## src/rtl/mpsoc_cpu_oci_dct_ctrl.sv

```systemverilog
// Trace fragment packer: arbitrates itrace/dtrace symbols into 3-bit fragments,
// packs ten per 30-bit word and hands words downstream, with end-of-test flush.
module mpsoc_cpu_oci_dct_ctrl #(
    parameter int unsigned FRAGS = 10
) (
    input  logic                 clk,
    input  logic                 reset,
    input  logic                 itr_req,
    input  logic [1:0]           itr_sym,
    output logic                 itr_gnt,
    input  logic                 dtr_req,
    input  logic [1:0]           dtr_sym,
    output logic                 dtr_gnt,
    input  logic                 flush,
    output logic [3*FRAGS-1:0]   dct_buffer,
    output logic [3:0]           dct_count,
    output logic                 word_valid,
    output logic [3*FRAGS-1:0]   word_data,
    output logic                 word_last,
    input  logic                 word_ready,
    output logic                 test_ending,
    output logic                 test_has_ended
);

    localparam int unsigned W  = 3 * FRAGS;
    localparam int unsigned CW = 4;

    typedef enum logic [1:0] {
        PACK = 2'd0,
        OUT  = 2'd1,
        DONE = 2'd2
    } state_t;

    state_t          state_q, state_d;
    logic [W-1:0]    buf_q, buf_d;
    logic [CW-1:0]   count_q, count_d;
    logic            last_q, last_d;
    logic            pend_q, pend_d;
    logic            ending_q, ending_d;
    logic            prio_itr_q, prio_itr_d;
    logic [2:0]      frag;

    // State and datapath registers
    always_ff @(posedge clk or posedge reset) begin
        if (reset) begin
            state_q    <= PACK;
            buf_q      <= '0;
            count_q    <= '0;
            last_q     <= 1'b0;
            pend_q     <= 1'b0;
            ending_q   <= 1'b0;
            prio_itr_q <= 1'b1;
        end else begin
            state_q    <= state_d;
            buf_q      <= buf_d;
            count_q    <= count_d;
            last_q     <= last_d;
            pend_q     <= pend_d;
            ending_q   <= ending_d;
            prio_itr_q <= prio_itr_d;
        end
    end

    // Arbitration, packing and word hand-off
    always_comb begin
        state_d    = state_q;
        buf_d      = buf_q;
        count_d    = count_q;
        last_d     = last_q;
        pend_d     = pend_q;
        ending_d   = ending_q;
        prio_itr_d = prio_itr_q;
        itr_gnt    = 1'b0;
        dtr_gnt    = 1'b0;
        frag       = 3'b000;

        case (state_q)
            PACK: begin
                itr_gnt = itr_req && (!dtr_req || prio_itr_q);
                dtr_gnt = dtr_req && (!itr_req || !prio_itr_q);
                frag    = dtr_gnt ? {1'b1, dtr_sym} : {1'b0, itr_sym};
                if (itr_gnt || dtr_gnt) begin
                    for (int unsigned i = 0; i < FRAGS; i++) begin
                        if (count_q == CW'(i)) begin
                            buf_d[3*i +: 3] = frag;
                        end
                    end
                    count_d    = count_q + CW'(1);
                    prio_itr_d = dtr_gnt;
                end
                // A same-cycle fragment is already in buf_d, so it rides in the last word
                if (flush) begin
                    state_d  = OUT;
                    last_d   = 1'b1;
                    ending_d = 1'b1;
                end else if (count_d == CW'(FRAGS)) begin
                    state_d = OUT;
                end
            end
            OUT: begin
                if (flush && !last_q) begin
                    pend_d   = 1'b1;
                    ending_d = 1'b1;
                end
                if (word_ready) begin
                    buf_d   = '0;
                    count_d = '0;
                    if (last_q) begin
                        state_d  = DONE;
                        ending_d = 1'b0;
                    end else if (pend_q || flush) begin
                        last_d = 1'b1;
                        pend_d = 1'b0;
                    end else begin
                        state_d = PACK;
                    end
                end
            end
            DONE: begin
                state_d = DONE;
            end
            default: begin
                state_d = PACK;
            end
        endcase
    end

    assign dct_buffer     = buf_q;
    assign dct_count      = count_q;
    assign word_data      = buf_q;
    assign word_last      = last_q;
    assign word_valid     = (state_q == OUT);
    assign test_ending    = ending_q;
    assign test_has_ended = (state_q == DONE);

endmodule

```

## config.mk

```make
export PLATFORM = sky130hd
export DESIGN_NAME = mpsoc_cpu_oci_dct_ctrl
export DESIGN_NICKNAME = d
export VERILOG_FILES = /design/src/rtl/mpsoc_cpu_oci_dct_ctrl.sv
export SDC_FILE = /design/constraint.sdc
export NUM_CORES = 1
export LEC_CHECK = 0
export CORE_MARGIN = 10
export CORE_UTILIZATION = 40
export CTS_CLUSTER_SIZE = 10
export DETAILED_ROUTE_END_ITERATION = 7
export HOLD_SLACK_MARGIN = 0.03
export PLACE_DENSITY_LB_ADDON = 0.2
export SLEW_MARGIN = 25
export SYNTH_ARGS = -nofsm -noshare
export SYNTH_HDL_FRONTEND = slang
export SYNTH_SLANG_ARGS = --single-unit
```

## constraint.sdc

```tcl
create_clock -name clk -period 1.4 [get_ports clk]
set_input_delay 0.28 -clock clk [delete_from_list [all_inputs] [get_ports clk]]
set_output_delay 0.28 -clock clk [all_outputs]
set_load 0.01 [all_outputs]
```

==> results.yml, run 1 <==
critical_path:
  slowest_delay_ns: 0.44
  cp_max_fo: 7
  endpoint_kind: "flop"
  slowest_stage: "dfrtp_2"
  path_class: "reg2reg"
  path_cells: "buf_6 > a211o_4 > buf_12 > a21oi_4 > mux2_4"
  path_buf_inv: 2
  worstPathArrival_ns: 1.88
  path_delay_family: "compound AO/OA/AOI/OAI gates"
  required_ns: 1.59
  start_kind: "flop"
die:
  start_util_pct: 41.9
  rows: 26
  die-area_um2: 8760
  boundaryPins: 80
  die_w_um: 93.6
  core_area_um2: 5170
  die_h_um: 93.6
global_route:
  gr-total-overflow: 0
  antenna_found_initial: 0
  grt_pass1_wl_mm: 9.36
  grt_max_degree: 41
  track_usage_pct: 13.1
  grt_pass1_vias: 1825
placement:
  preCtsSetupSlack_ns: -0.743
  dp_hpwl_mm: 4.16
  gp_congestion: 0.784
  io_buffer_count: 79
  dp_cells: 333
finish:
  final_util_pct: 69.3
  final_common_cell: "dlygate4sd2_1"
  syn2layout_area_growth_pct: 65.4
  diodes: 0
  layout-drive-gt1-share_pct: 47.2
  nNetsFinal: 303
  finalNonFillerCells: 360
  final_cell_mix: "dlygate4sd2_1, buf_4, dfrtp_1"
drt:
  vias_per_cell: 5.08
  postRouteAntennaNets: 0
  drc: 0
  vias: 1827
  wire_per_inst_um: 18.4
  drt_iter0_drc: 68
  drt-total-wl_mm: 6.61
  drt_first_pass_iters: 4
timing:
  worst_pin_slew_ns: 0.502
  setup_viol_count_final: 36
  fin_skew_ns: 0.00273
  fin_crit_ns: 1.69
  finalCritPeriodShare_pct: 121
  rsz0062_at_grt: "yes"
  fmax_mhz: 591
  slew_viol_final: 0
  worst_slack_ns: -0.291
  final-hold-violation-count: 0
  slew_headroom_pct: 66.5
  hold_ws_ns: 0.340
clocking:
  cts_hold_buf: 0
  clk_pin_slew_ns: 0.08
  clock_path_buffers: 2
  cts_made_buffers: 5
  worstSkewPairLatency_ns: 0.30
  numClockSinks: 40
  cts_tree: "yes"
  cts_root_buffer: "clkbuf_8"
  htreeDepth: 2
power:
  p_leak_nw: 1.80
  powerDensity_nw_per_um2: 2430
  total_power_mw: 8.70
  max-vdd-ir-drop_v: 0.00126
flow_run:
  maxCapViolations: 0
yosys:
  post-synth-top-area-cell: "dfrtp_1"
  synth.distinct_cells: 36
  syn_nets: 199
  synth_edf_count: 0
  syn-mean-instance-area_um2: 11.7
  async_flop_share_pct: 100
  synth_flop_cell: "dfrtp_1"
  syn_inst: 185
  syn_area_um2: 2170
  ys_warn_count: 0
  synth_seq_area_share_pct: 46.3
  synth_area_leaders: "dfrtp_1, mux2_2, buf_4"
  synth_top_cell_area_share_pct: 45.1
  ys_seq_elements: 40
worst_hold_path:
  hold_path_class: "in2async"
status:
  outcome: "finished with violations"
  violations: "negative setup slack"
## cell usage after synthesis, drive strengths merged, types with 3 or more instances
cell type and n:
a21oi 14, a31oi 7, buf 34, dfrtp 39, ha 4, inv 7, mux2 27, nand2 13
nor2 6, nor2b 3, nor3 4, o21ai 5, o2bb2ai 3
## flip-flops by register name, summed over array words and instances (netlist names)
name	count
prio_itr_q	1
dct_count	4
dct_buffer	30
word_last	1
pend_q	1
test_ending	1
state_q	2
## tightest hold or removal path, delay by kind of cell
family	cells	cell delay [ns]
buffers and inverters	3	0.73
## worst paths after layout
check / from / end / slack (ns) / cells past startpoint
max: state_q[0]$_DFFE_PP0P_ / dct_buffer[24]$_DFFE_PP0P_ / -0.29 / 5
min reg2reg: dct_buffer[10]$_DFFE_PP0P_ / dct_buffer[10]$_DFFE_PP0P_ / 0.52 / 1
min: reset / dct_buffer[11]$_DFFE_PP0P_ / 0.34 / 3
min in group clk: word_ready / pend_q$_DFFE_PP0N_ / 0.36 / 3
max in group asynchronous: reset / prio_itr_q$_DFFE_PP1P_ / 0.80 / 3
max reg2reg: state_q[0]$_DFFE_PP0P_ / dct_buffer[24]$_DFFE_PP0P_ / -0.29 / 5
## final cells by class
cell class | instances | area [um^2]
clock inverters | 1 | 30.0
well taps | 70 | 87.6
multi-input cells | 103 | 1130
repair buffers | 132 | 1200
clock buffers | 7 | 96.3
fillers | 390 | 1590
flip-flops and latches | 40 | 1010
inverters | 7 | 31.3
## per-layer routing
layer | share of wire [%] | vias to the layer above | global-route usage [%]
li1 | - | 822 | -
met1 | 39 | 927 | 14.8
met2 | 52 | 65 | 22.3
met3 | 7.6 | 13 | 5.84
met4 | 1.3 | 0 | 3.04
met5 | 0 | - | 0
## cell families after synthesis
| logic type | Yosys count | synth area share, % |
|---|---|---|
| buffers and inverters | 42 | 13.1 |
| flip-flops | 40 | 46.3 |
| AO/OA/AOI/OAI | 37 | 15.2 |
| AND/OR/NAND/NOR | 31 | 7.34 |
| multiplexers | 29 | 15.0 |
| adder cells (fa/ha/maj) | 4 | 2.31 |
| XOR/XNOR | 2 | 0.809 |
## stage by stage
| stage | instance area [um^2] | TNS, ns |
|---|---|---|
| 3_3_place_gp | 3090 | -21.77 |
| 6_report | 3580 | -8.00 |
| 2_1_floorplan | 2210 | -2.90 |
| 3_5_place_dp | 3090 | -22.74 |
| 4_1_cts | 3300 | -8.29 |
| 5_1_grt | 3580 | -10.01 |
## timing repair
item,4_1_cts,5_1_grt
endpoints found under the setup margin,103,42
hold endpoints to repair,0,0
setup buffers,11,11
gates resized for setup,113,50
pin swaps,5,14
## report_power, final
part | internal [mW] | switching [mW]
Clock | 0.629 | 0.416
Combinational | 3.11 | 2.52
Sequential | 1.66 | 0.369
Total | 5.40 | 3.31
No activity file was read; power rests on OpenSTA's default activity.
==> inputs of run 2 (changes only) <==
--- a/config.mk
+++ b/config.mk
@@ -9,6 +9,7 @@
 export CORE_UTILIZATION = 40
 export CTS_CLUSTER_SIZE = 10
 export DETAILED_ROUTE_END_ITERATION = 7
+export GPL_ROUTABILITY_DRIVEN = 0
 export HOLD_SLACK_MARGIN = 0.03
 export PLACE_DENSITY_LB_ADDON = 0.2
 export SLEW_MARGIN = 25
==> results of run 2 <==
Same layout as run 1: the final DEF is identical, and so are final timing and power.
==> inputs of run 3 (changes only) <==
--- a/config.mk
+++ b/config.mk
@@ -9,7 +9,6 @@
 export CORE_UTILIZATION = 40
 export CTS_CLUSTER_SIZE = 10
 export DETAILED_ROUTE_END_ITERATION = 7
-export GPL_ROUTABILITY_DRIVEN = 0
 export HOLD_SLACK_MARGIN = 0.03
 export PLACE_DENSITY_LB_ADDON = 0.2
 export SLEW_MARGIN = 25
==> results of run 3 <==
Same layout as run 1: the final DEF is identical, and so are final timing and power.
